==> src/rtl/highlight_suppress_h5.sv <==
// Highlight suppressor: luma-thresholded 5-tap horizontal Gaussian
// conditioning on a per_/post_ RGB frame bus, with per-frame highlight stats.
module highlight_suppress_h5 #(
  parameter int DATA_WIDTH = 8,
  parameter int LINE_WIDTH = 640,
  parameter int CNT_WIDTH  = 20
) (
  input  logic                  clk,
  input  logic                  rst,
  input  logic                  per_frame_vsync,
  input  logic                  per_frame_hsync,
  input  logic                  per_frame_href,
  input  logic [DATA_WIDTH-1:0] per_img_red,
  input  logic [DATA_WIDTH-1:0] per_img_green,
  input  logic [DATA_WIDTH-1:0] per_img_blue,
  input  logic [1:0]            cfg_mode,
  input  logic [DATA_WIDTH-1:0] cfg_threshold,
  output logic                  post_frame_vsync,
  output logic                  post_frame_hsync,
  output logic                  post_frame_href,
  output logic [DATA_WIDTH-1:0] post_img_red,
  output logic [DATA_WIDTH-1:0] post_img_green,
  output logic [DATA_WIDTH-1:0] post_img_blue,
  output logic [CNT_WIDTH-1:0]  stat_hl_count,
  output logic                  stat_valid,
  output logic                  stat_overrun
);

  localparam int XW = $clog2(LINE_WIDTH + 1);
  localparam int BW = DATA_WIDTH + 4;
  localparam int YW = DATA_WIDTH + 8;
  localparam logic [XW-1:0] X_LAST = XW'(LINE_WIDTH - 1);
  localparam logic [XW-1:0] X_TWO  = XW'(2);

  typedef struct packed {
    logic [DATA_WIDTH-1:0] r;
    logic [DATA_WIDTH-1:0] g;
    logic [DATA_WIDTH-1:0] b;
  } pix_t;

  typedef enum logic [1:0] {IDLE, FILL, RUN, FLUSH} state_t;

  state_t state, state_next;

  pix_t sh [4];
  pix_t pin, nx, cen, blr, mixed;

  logic [XW-1:0] x;
  logic armed, fl_cnt, vs_q;
  logic [2:0] vs_dl, hs_dl;
  logic [1:0] mode_q;
  logic [DATA_WIDTH-1:0] thr_q;
  logic [CNT_WIDTH-1:0] cnt;

  logic sync, vs_rise;
  logic start, cont, abort, drop, emit;
  logic [YW-1:0] yy;
  logic [DATA_WIDTH-1:0] y;
  logic hl;

  function automatic logic [DATA_WIDTH-1:0] blur5(
    input logic [DATA_WIDTH-1:0] a,
    input logic [DATA_WIDTH-1:0] b,
    input logic [DATA_WIDTH-1:0] c,
    input logic [DATA_WIDTH-1:0] d,
    input logic [DATA_WIDTH-1:0] e
  );
    logic [BW-1:0] s;
    s = BW'(a) + (BW'(b) << 2) + (BW'(c) << 2) + (BW'(c) << 1)
      + (BW'(d) << 2) + BW'(e) + BW'(8);
    return DATA_WIDTH'(s >> 4);
  endfunction

  function automatic logic [DATA_WIDTH-1:0] mix(
    input logic [DATA_WIDTH-1:0] c,
    input logic [DATA_WIDTH-1:0] b,
    input logic [1:0]            m,
    input logic                  h
  );
    logic [DATA_WIDTH:0] s;
    s = {1'b0, c} + {1'b0, b} + (DATA_WIDTH+1)'(1);
    case (m)
      2'd0:    return c;
      2'd1:    return h ? b : c;
      2'd2:    return h ? DATA_WIDTH'(s >> 1) : c;
      default: return h ? '1 : '0;
    endcase
  endfunction

  assign pin = {per_img_red, per_img_green, per_img_blue};
  assign sync = per_frame_hsync | per_frame_vsync;
  assign vs_rise = per_frame_vsync & ~vs_q;

  // Window: four stored taps plus the incoming (or replicated last) pixel
  assign nx  = (state == FLUSH) ? sh[3] : pin;
  assign cen = sh[2];

  // Blur, luma and mode-conditioned output for the centre pixel
  always_comb begin
    blr.r = blur5(sh[0].r, sh[1].r, sh[2].r, sh[3].r, nx.r);
    blr.g = blur5(sh[0].g, sh[1].g, sh[2].g, sh[3].g, nx.g);
    blr.b = blur5(sh[0].b, sh[1].b, sh[2].b, sh[3].b, nx.b);
    yy = YW'(77) * YW'(cen.r) + YW'(150) * YW'(cen.g)
       + YW'(29) * YW'(cen.b);
    y  = DATA_WIDTH'(yy >> 8);
    hl = y > thr_q;
    mixed.r = mix(cen.r, blr.r, mode_q, hl);
    mixed.g = mix(cen.g, blr.g, mode_q, hl);
    mixed.b = mix(cen.b, blr.b, mode_q, hl);
  end

  // FSM state register
  always_ff @(posedge clk) begin
    if (rst) state <= IDLE;
    else     state <= state_next;
  end

  // FSM next state
  always_comb begin
    state_next = state;
    case (state)
      IDLE: if (start) state_next = FILL;
      FILL, RUN: begin
        if (start)
          state_next = FILL;
        else if (sync)
          state_next = IDLE;
        else if (cont) begin
          if (x == X_LAST)     state_next = FLUSH;
          else if (x >= X_TWO) state_next = RUN;
        end
      end
      FLUSH: if (fl_cnt) state_next = IDLE;
      default: state_next = IDLE;
    endcase
  end

  // FSM outputs: line start, continue, abort, drop and emit strobes
  always_comb begin
    start = 1'b0;
    cont  = 1'b0;
    abort = 1'b0;
    drop  = 1'b0;
    emit  = 1'b0;
    case (state)
      IDLE: start = per_frame_href & (sync | armed);
      FILL, RUN: begin
        abort = sync;
        start = per_frame_href & sync;
        cont  = per_frame_href & ~sync;
        emit  = cont & (x >= X_TWO);
      end
      FLUSH: begin
        drop = per_frame_href;
        emit = 1'b1;
      end
      default: ;
    endcase
  end

  // Column position, flush phase and line-start arming
  always_ff @(posedge clk) begin
    if (rst) begin
      x      <= '0;
      fl_cnt <= 1'b0;
      armed  <= 1'b0;
    end else begin
      if (start)     x <= XW'(1);
      else if (cont) x <= x + XW'(1);
      else if (sync) x <= '0;
      fl_cnt <= (state == FLUSH) ? ~fl_cnt : 1'b0;
      if (start)     armed <= 1'b0;
      else if (sync) armed <= 1'b1;
    end
  end

  // Tap shift register; first pixel of a line replicates into every tap
  always_ff @(posedge clk) begin
    if (rst) begin
      for (int i = 0; i < 4; i++) sh[i] <= '0;
    end else if (start) begin
      for (int i = 0; i < 4; i++) sh[i] <= pin;
    end else if (cont || state == FLUSH) begin
      sh[0] <= sh[1];
      sh[1] <= sh[2];
      sh[2] <= sh[3];
      sh[3] <= nx;
    end
  end

  // Sync delay line and frame config latch
  always_ff @(posedge clk) begin
    if (rst) begin
      vs_dl  <= '0;
      hs_dl  <= '0;
      vs_q   <= 1'b0;
      mode_q <= 2'd0;
      thr_q  <= '1;
    end else begin
      vs_dl <= {vs_dl[1:0], per_frame_vsync};
      hs_dl <= {hs_dl[1:0], per_frame_hsync};
      vs_q  <= per_frame_vsync;
      if (vs_rise) begin
        mode_q <= cfg_mode;
        thr_q  <= cfg_threshold;
      end
    end
  end

  assign post_frame_vsync = vs_dl[2];
  assign post_frame_hsync = hs_dl[2];

  // Registered pixel output
  always_ff @(posedge clk) begin
    if (rst) begin
      post_frame_href <= 1'b0;
      post_img_red    <= '0;
      post_img_green  <= '0;
      post_img_blue   <= '0;
    end else begin
      post_frame_href <= emit;
      post_img_red    <= emit ? mixed.r : '0;
      post_img_green  <= emit ? mixed.g : '0;
      post_img_blue   <= emit ? mixed.b : '0;
    end
  end

  // Highlight counter, frame statistic and sticky overrun
  always_ff @(posedge clk) begin
    if (rst) begin
      cnt           <= '0;
      stat_hl_count <= '0;
      stat_valid    <= 1'b0;
      stat_overrun  <= 1'b0;
    end else begin
      stat_valid <= vs_rise;
      if (vs_rise) begin
        stat_hl_count <= cnt;
        cnt <= (emit && hl) ? CNT_WIDTH'(1) : '0;
      end else if (emit && hl && cnt != '1) begin
        cnt <= cnt + CNT_WIDTH'(1);
      end
      if (abort || drop) stat_overrun <= 1'b1;
      else if (vs_rise)  stat_overrun <= 1'b0;
    end
  end

endmodule

==> config.mk <==
export PLATFORM = sky130hd
export DESIGN_NAME = highlight_suppress_h5
export DESIGN_NICKNAME = d
export VERILOG_FILES = /design/src/rtl/highlight_suppress_h5.sv
export SDC_FILE = /design/constraint.sdc
export NUM_CORES = 1
export LEC_CHECK = 0
export ABC_AREA = 1
export CAP_MARGIN = 20
export CORE_AREA = 2 2 168 203
export DETAILED_ROUTE_END_ITERATION = 12
export DIE_AREA = 0 0 170 205
export PLACE_DENSITY = 0.68
export SYNTH_ARGS = -nofsm -noshare
export SYNTH_HDL_FRONTEND = slang
export SYNTH_SLANG_ARGS = --single-unit
==> constraint.sdc <==
create_clock -name clk -period 21.3 [get_ports clk]
set_input_delay 3.195 -clock clk [delete_from_list [all_inputs] [get_ports clk]]
set_output_delay 3.195 -clock clk [all_outputs]
set_load 0.005 [all_outputs]
==> metrics, run 1 <==
status=completed; crit-path max FO=25; fin crit share=0.411; Mapped Area=approximately 16,000 µm²; CTS sink count=193; dominant cells by area after synthesis=fa_1 18%, edfxtp_1 18%, ha_1 13%; Post-CTS Resized=0; Crit Path Class=reg -> reg; CTS buffer count=17; Routed Antenna Nets=0; CTS Buffer Depth=2; remaining global-route overflow=0; io pins=around 90; clk slew on worst S/H paths=approximately 80 ps; Syn Inst Count=between 1,500 and 2,000; Die X=about 170 µm; Ys Warns=0; Final Worst Setup Slack=about 13,000 ps; startpoint types=flop; post-synthesis register bit count=a little under 200; Skew-Pair Late Insertion Delay=~460 ps; Starting Density=0.494; Post-Route WL=approximately 40,000 µm; filler cell count in the final layout=3,000; first drt pass iteration count=5; R2R Setup Slk=12,540 ps; RSZ-0062 raised after global routing=false; hold_buf cts=0; hpwl dp=between 30,000 and 40,000 µm; ys flop type=dfxtp_1; Worst path slowest cell=edfxtp_1; vias in the first global route=between 10,000 and 15,000; CP max stage delay=approximately 600 ps; Post-Syn Area per Cell=8.49 µm²; nature of the critical path endpoint=flop; clk_skew=~11 ps; vias per cell=about 5.4; Max Slew Vio Count=0; IO buf count=87; endpoints failing hold=0; dominant cell by count in the synthesized netlist=nand2_1; top cell type by total area after synthesis=fa_1; Die H=~210 µm; area grow syn2layout=11.9%; wire per inst=roughly 17 µm; largest net degree at the start of global routing=between 40 and 50; Reg area=4820 µm²; number of synthesized flops with an enable pin=96; WP data required=21,680 ps; CTS tree=done; Final Core Density=0.553; Slew headroom=0.371; total track usage=0.242; Setup Buffers After CTS=0; area of the multi-input gates=10,000 µm²; CP arrival=about 9100 ps; clock tree root buffer cell=clkbuf_16; Nets=about 2,400; Yosys top cell area share=0.179; core area=approximately 33,000 µm²; top cells by count, synth=432 x nand2_1, 318 x inv_1, 170 x ha_1, 145 x fa_1, 138 x o21ai_0; synth unique cells=46; H-tree depth=4; first-pass GRT wire length=approximately 66,000 µm; fin area=between 15,000 and 20,000 µm²; Hold Path Class=reg -> reg; minimum clock period=between 8000 and 9000 ps; Detailed Route Iter0 Violations=roughly 950; sequential-to-total area share from yosys stat=0.297; antenna violations before repair=0; FP Rows=73; Placed Area=17,600 µm²; setup TNS=0 ps; Worst-Margin Slew=940 ps; max-cap violation count=0; Final GP Congestion=around 0.88; n_diodes=0; Async SR Flop Fraction=0; layout cells sized above 1=0.0383; DP Worst Slack=12,650 ps; die area=34,900 µm²; final routed DRC violation total=0; total number of vias=13,000; endpoints failing setup=0; syn nets=between 2,000 and 2,500; CP most frequent cell=nand2_1; Max Freq=between 0.1 and 0.15 GHz
==> path summary, 6_finish.rpt <==
check	start	endpoint	cells past startpoint
worst min register to register	hs_dl[0]$_SDFF_PP0_	hs_dl[1]$_SDFF_PP0_	2
worst max-delay path	sh[2][12]$_DFFE_PP_	cnt[0]$_SDFFE_PP0P_	33
worst max register to register	sh[2][12]$_DFFE_PP_	cnt[0]$_SDFFE_PP0P_	33
worst min-delay path	hs_dl[0]$_SDFF_PP0_	hs_dl[1]$_SDFF_PP0_	2
==> metrics by stage <==
| stage | hold slack, ps | std cells |
|---|---|---|
| 6_report | 409 | 2423 |
| 5_1_grt | 425 | 2423 |
| 4_1_cts | 413 | 2423 |
| 3_5_place_dp | 398 | 2391 |
| 3_3_place_gp | 402 | 2389 |
| 2_1_floorplan | 388 | 1915 |
==> layout by cell type (no fill, tap or decap), drive strengths merged, types with 87 or more instances in the layout <==
master,instances
a21oi,106
clkdlybuf4s50,87
dfxtp,97
edfxtp,96
fa,145
ha,170
inv,330
nand2,439
nand3,104
nor2,111
o21ai,138
==> worst max-delay path: cells and delay by family, from the launching register on <==
| kind | cells | cell delay, ps |
|---|---|---|
| fa+ha+maj | 11 | 4640 |
| buf+inv | 4 | 190 |
| compound gates | 3 | 470 |
| xor+xnor | 2 | 460 |
| flops | 1 | 600 |
| simple gates | 13 | 2290 |
==> state kept, by name (all words and copies together) (netlist names), 8 cells and up <==
register / count
x: 10
post_img_red: 8
post_img_blue: 8
sh: 96
post_img_green: 8
thr_q: 8
cnt: 20
stat_hl_count: 20
==> layer usage <==
metal | track usage | wire length [µm] | part of all wire | up-vias
li1 | - | - | - | 6381
met1 | 0.306 | 16900 | 0.42 | 6221
met2 | 0.416 | 19900 | 0.50 | 341
met3 | 0.0390 | 2090 | 0.052 | 65
met4 | 0.0907 | 1260 | 0.031 | 0
met5 | 0 | 0 | 0 | -
==> cell type report <==
type | instances | share of cell area
tap | 412 | 0.0283
inverter | 324 | 0.0669
multi-input combinational | 1357 | 0.551
clock inverter | 14 | 0.00832
sequential | 193 | 0.265
clock buffer | 18 | 0.0236
timing repair buffer | 105 | 0.0567
==> logic make-up after synthesis <==
kind of cell,Yosys count,share of synthesized area
AND/OR/NAND/NOR,708,0.185
buffers and inverters,365,0.0873
adder cells (fa/ha/maj),315,0.309
AO/OA/AOI/OAI,292,0.0985
flip-flops,193,0.297
XOR/XNOR,42,0.0226
Power of run 1 is not shown: default switching activity piles up to over one toggle a cycle in this logic, so the estimate is an artifact.
==> run 2: changes to the inputs <==
Settings changed: PLACE_DENSITY 0.68 to 0.7.
Clock period 21.3 ns to 7.66 ns, I/O delays scaled along.
==> metrics, run 2 (synthesis gave the netlist of run 1 again) <==
status=completed; Crit Path Class=reg -> reg; Starting Density=0.494 (unchanged); vias in the first global route=13,300 (+2.7%); clk slew on worst S/H paths=70 ps (about the same); Critical R2R Capture=cnt[6]$_SDFFE_PP0P_; grt met3 use=0.0398 (+0.000773); remaining global-route overflow=0 (unchanged); Max Slew Vio Count=0 (unchanged); die area=34,900 µm² (unchanged); max-cap violation count=0 (unchanged); most used routing layer=met2; Post-Route WL=41,800 µm (+4.1%); layout cells sized above 1=0.0748 (+0.0365); hold_buf cts=0 (unchanged); wire per inst=17.0 µm (+2.6%); biggest regs=sh (96), cnt (20), stat_hl_count (20); minimum clock period=7290 ps (-1470 ps); total track usage=0.247 (+0.00563); GR Layer Usage met2=0.421 (+0.00554); max reg flops=96 (unchanged); Die H=205 µm (unchanged); fin crit share=0.952 (+0.540); core area=32,900 µm² (unchanged); CP max stage delay=540 ps (-60 ps); total number of vias=13,200 (+1.8%); n_diodes=0 (unchanged); hpwl dp=32,500 µm (+4.4%); Final GP Congestion=0.967 (+10%); R2R Setup Slk=370 ps (-12,170 ps); clock tree root buffer cell=clkbuf_16; clk_skew=11.3 ps (+0.202 ps); CP arrival=7630 ps (-1510 ps); worst r2r src=sh[2][13]$_DFFE_PP_; endpoints failing hold=0 (unchanged); hold depth=2 (unchanged); nature of the critical path endpoint=flop; endpoints failing setup=0 (unchanged); reg2reg path depth=37 (+12%); CTS buffer count=17 (unchanged); IO buf count=87 (unchanged); Max Freq=0.137 GHz (+20%); Worst-Margin Slew=932 ps (-8.17 ps); antenna violations before repair=0 (unchanged); CTS tree=done; Final Core Density=0.570 (+0.0169); FP Rows=73 (unchanged); first drt pass iteration count=5 (unchanged); Worst path slowest cell=fa_1; CTS sink count=193 (unchanged); CTS Buffer Depth=2 (unchanged); H-tree depth=4 (unchanged); Skew-Pair Late Insertion Delay=460 ps (about the same); CP most frequent cell=nand2_1; crit-path max FO=4 (-84%); vias per cell=5.39 (+0.41%); crit path from=sh[2][13]$_DFFE_PP_; WP data required=8000 ps (-13,680 ps); Detailed Route Iter0 Violations=753 (-21%); hold endpoint=hs_dl[2]$_SDFF_PP0_; M1 GR Usage=0.294 (-0.0122); startpoint types=flop; area grow syn2layout=15.3%; Top reg by flops=sh; most common cell after layout, fill and taps aside=nand2_1; most frequent cells in the layout=424 x nand2_1, 314 x inv_1, 161 x ha_1; Nets=2,386 (+1.4%); Hold Path Class=reg -> reg; Routed Antenna Nets=0 (unchanged); io pins=88 (unchanged); largest net degree at the start of global routing=84 (+71%); Slew headroom=0.376 (+0.00547); Die X=170 µm (unchanged); first-pass GRT wire length=66,800 µm (+1.7%); final routed DRC violation total=0 (unchanged); hold_sp=hs_dl[1]$_SDFF_PP0_
## run 2: changes by cell type in the layout (fill, tap and decap cells not counted), moves of 6 or more
cell / previous run / this run
ha_1: 170 / 161
ha_4: 0 / 8
buf_4: 16 / 44
nand2_1: 431 / 424
a21oi_1: 106 / 100
nor2_1: 103 / 96
## run 2: worst max path at each step
| stage | end |
|---|---|
| 2_1_floorplan | cnt[16]$_SDFFE_PP0P_ |
| 3_3_place_gp | cnt[16]$_SDFFE_PP0P_ |
| 3_5_place_dp | cnt[16]$_SDFFE_PP0P_ |
| 4_1_cts | post_img_green[5]$_SDFF_PP0_ |
| 5_1_grt | cnt[17]$_SDFFE_PP0P_ |
| 6_report | cnt[6]$_SDFFE_PP0P_ |
## run 2: critical path: cells and delay by family (launching register included)
kind	cells	cell delay, ps
compound gates	2	230
xor+xnor	2	390
fa+ha+maj	11	4220
buf+inv	9	750
flops	1	400
simple gates	13	1210
## run 2: metrics by stage
stage / TNS, ps / setup WS (ps) / std cells / hold slack [ps] / cell area, µm²
after floorplan: 0 / 374 / 1915 / 388 / 16300
after CTS: -24.1 / -11.9 / 2451 / 421 / 18400
after global routing: -44.1 / -38.0 / 2457 / 430 / 18700
after global placement: 0 / 168 / 2419 / 405 / 17800
final: 0 / 371 / 2457 / 417 / 18700
after detailed placement: -225 / -40.8 / 2419 / 399 / 17800
## run 2: per-layer routing
layer / share of wire / up-vias
met5: 0 / -
met4: 0.060 / 0
met3: 0.051 / 102
met2: 0.50 / 415
met1: 0.39 / 6277
li1: - / 6450
## run 2: cell type report
cell class | count | area [µm²]
fill | 2953 | 14100
multi-input combinational | 1359 | 10300
sequential | 193 | 4820
timing repair buffer | 137 | 1270
inverter | 324 | 1220
tap | 412 | 515
clock buffer | 18 | 429
clock inverter | 14 | 173
## run 2: what timing repair did
action / 4_1_cts / 5_1_grt
setup endpoints to repair: 19 / 44
gates resized for setup: 3 / 61
gates cloned: 0 / 2
buffers inserted: 0 / 4
pin swaps: 0 / 32
Power of run 2 is left out for the same reason.
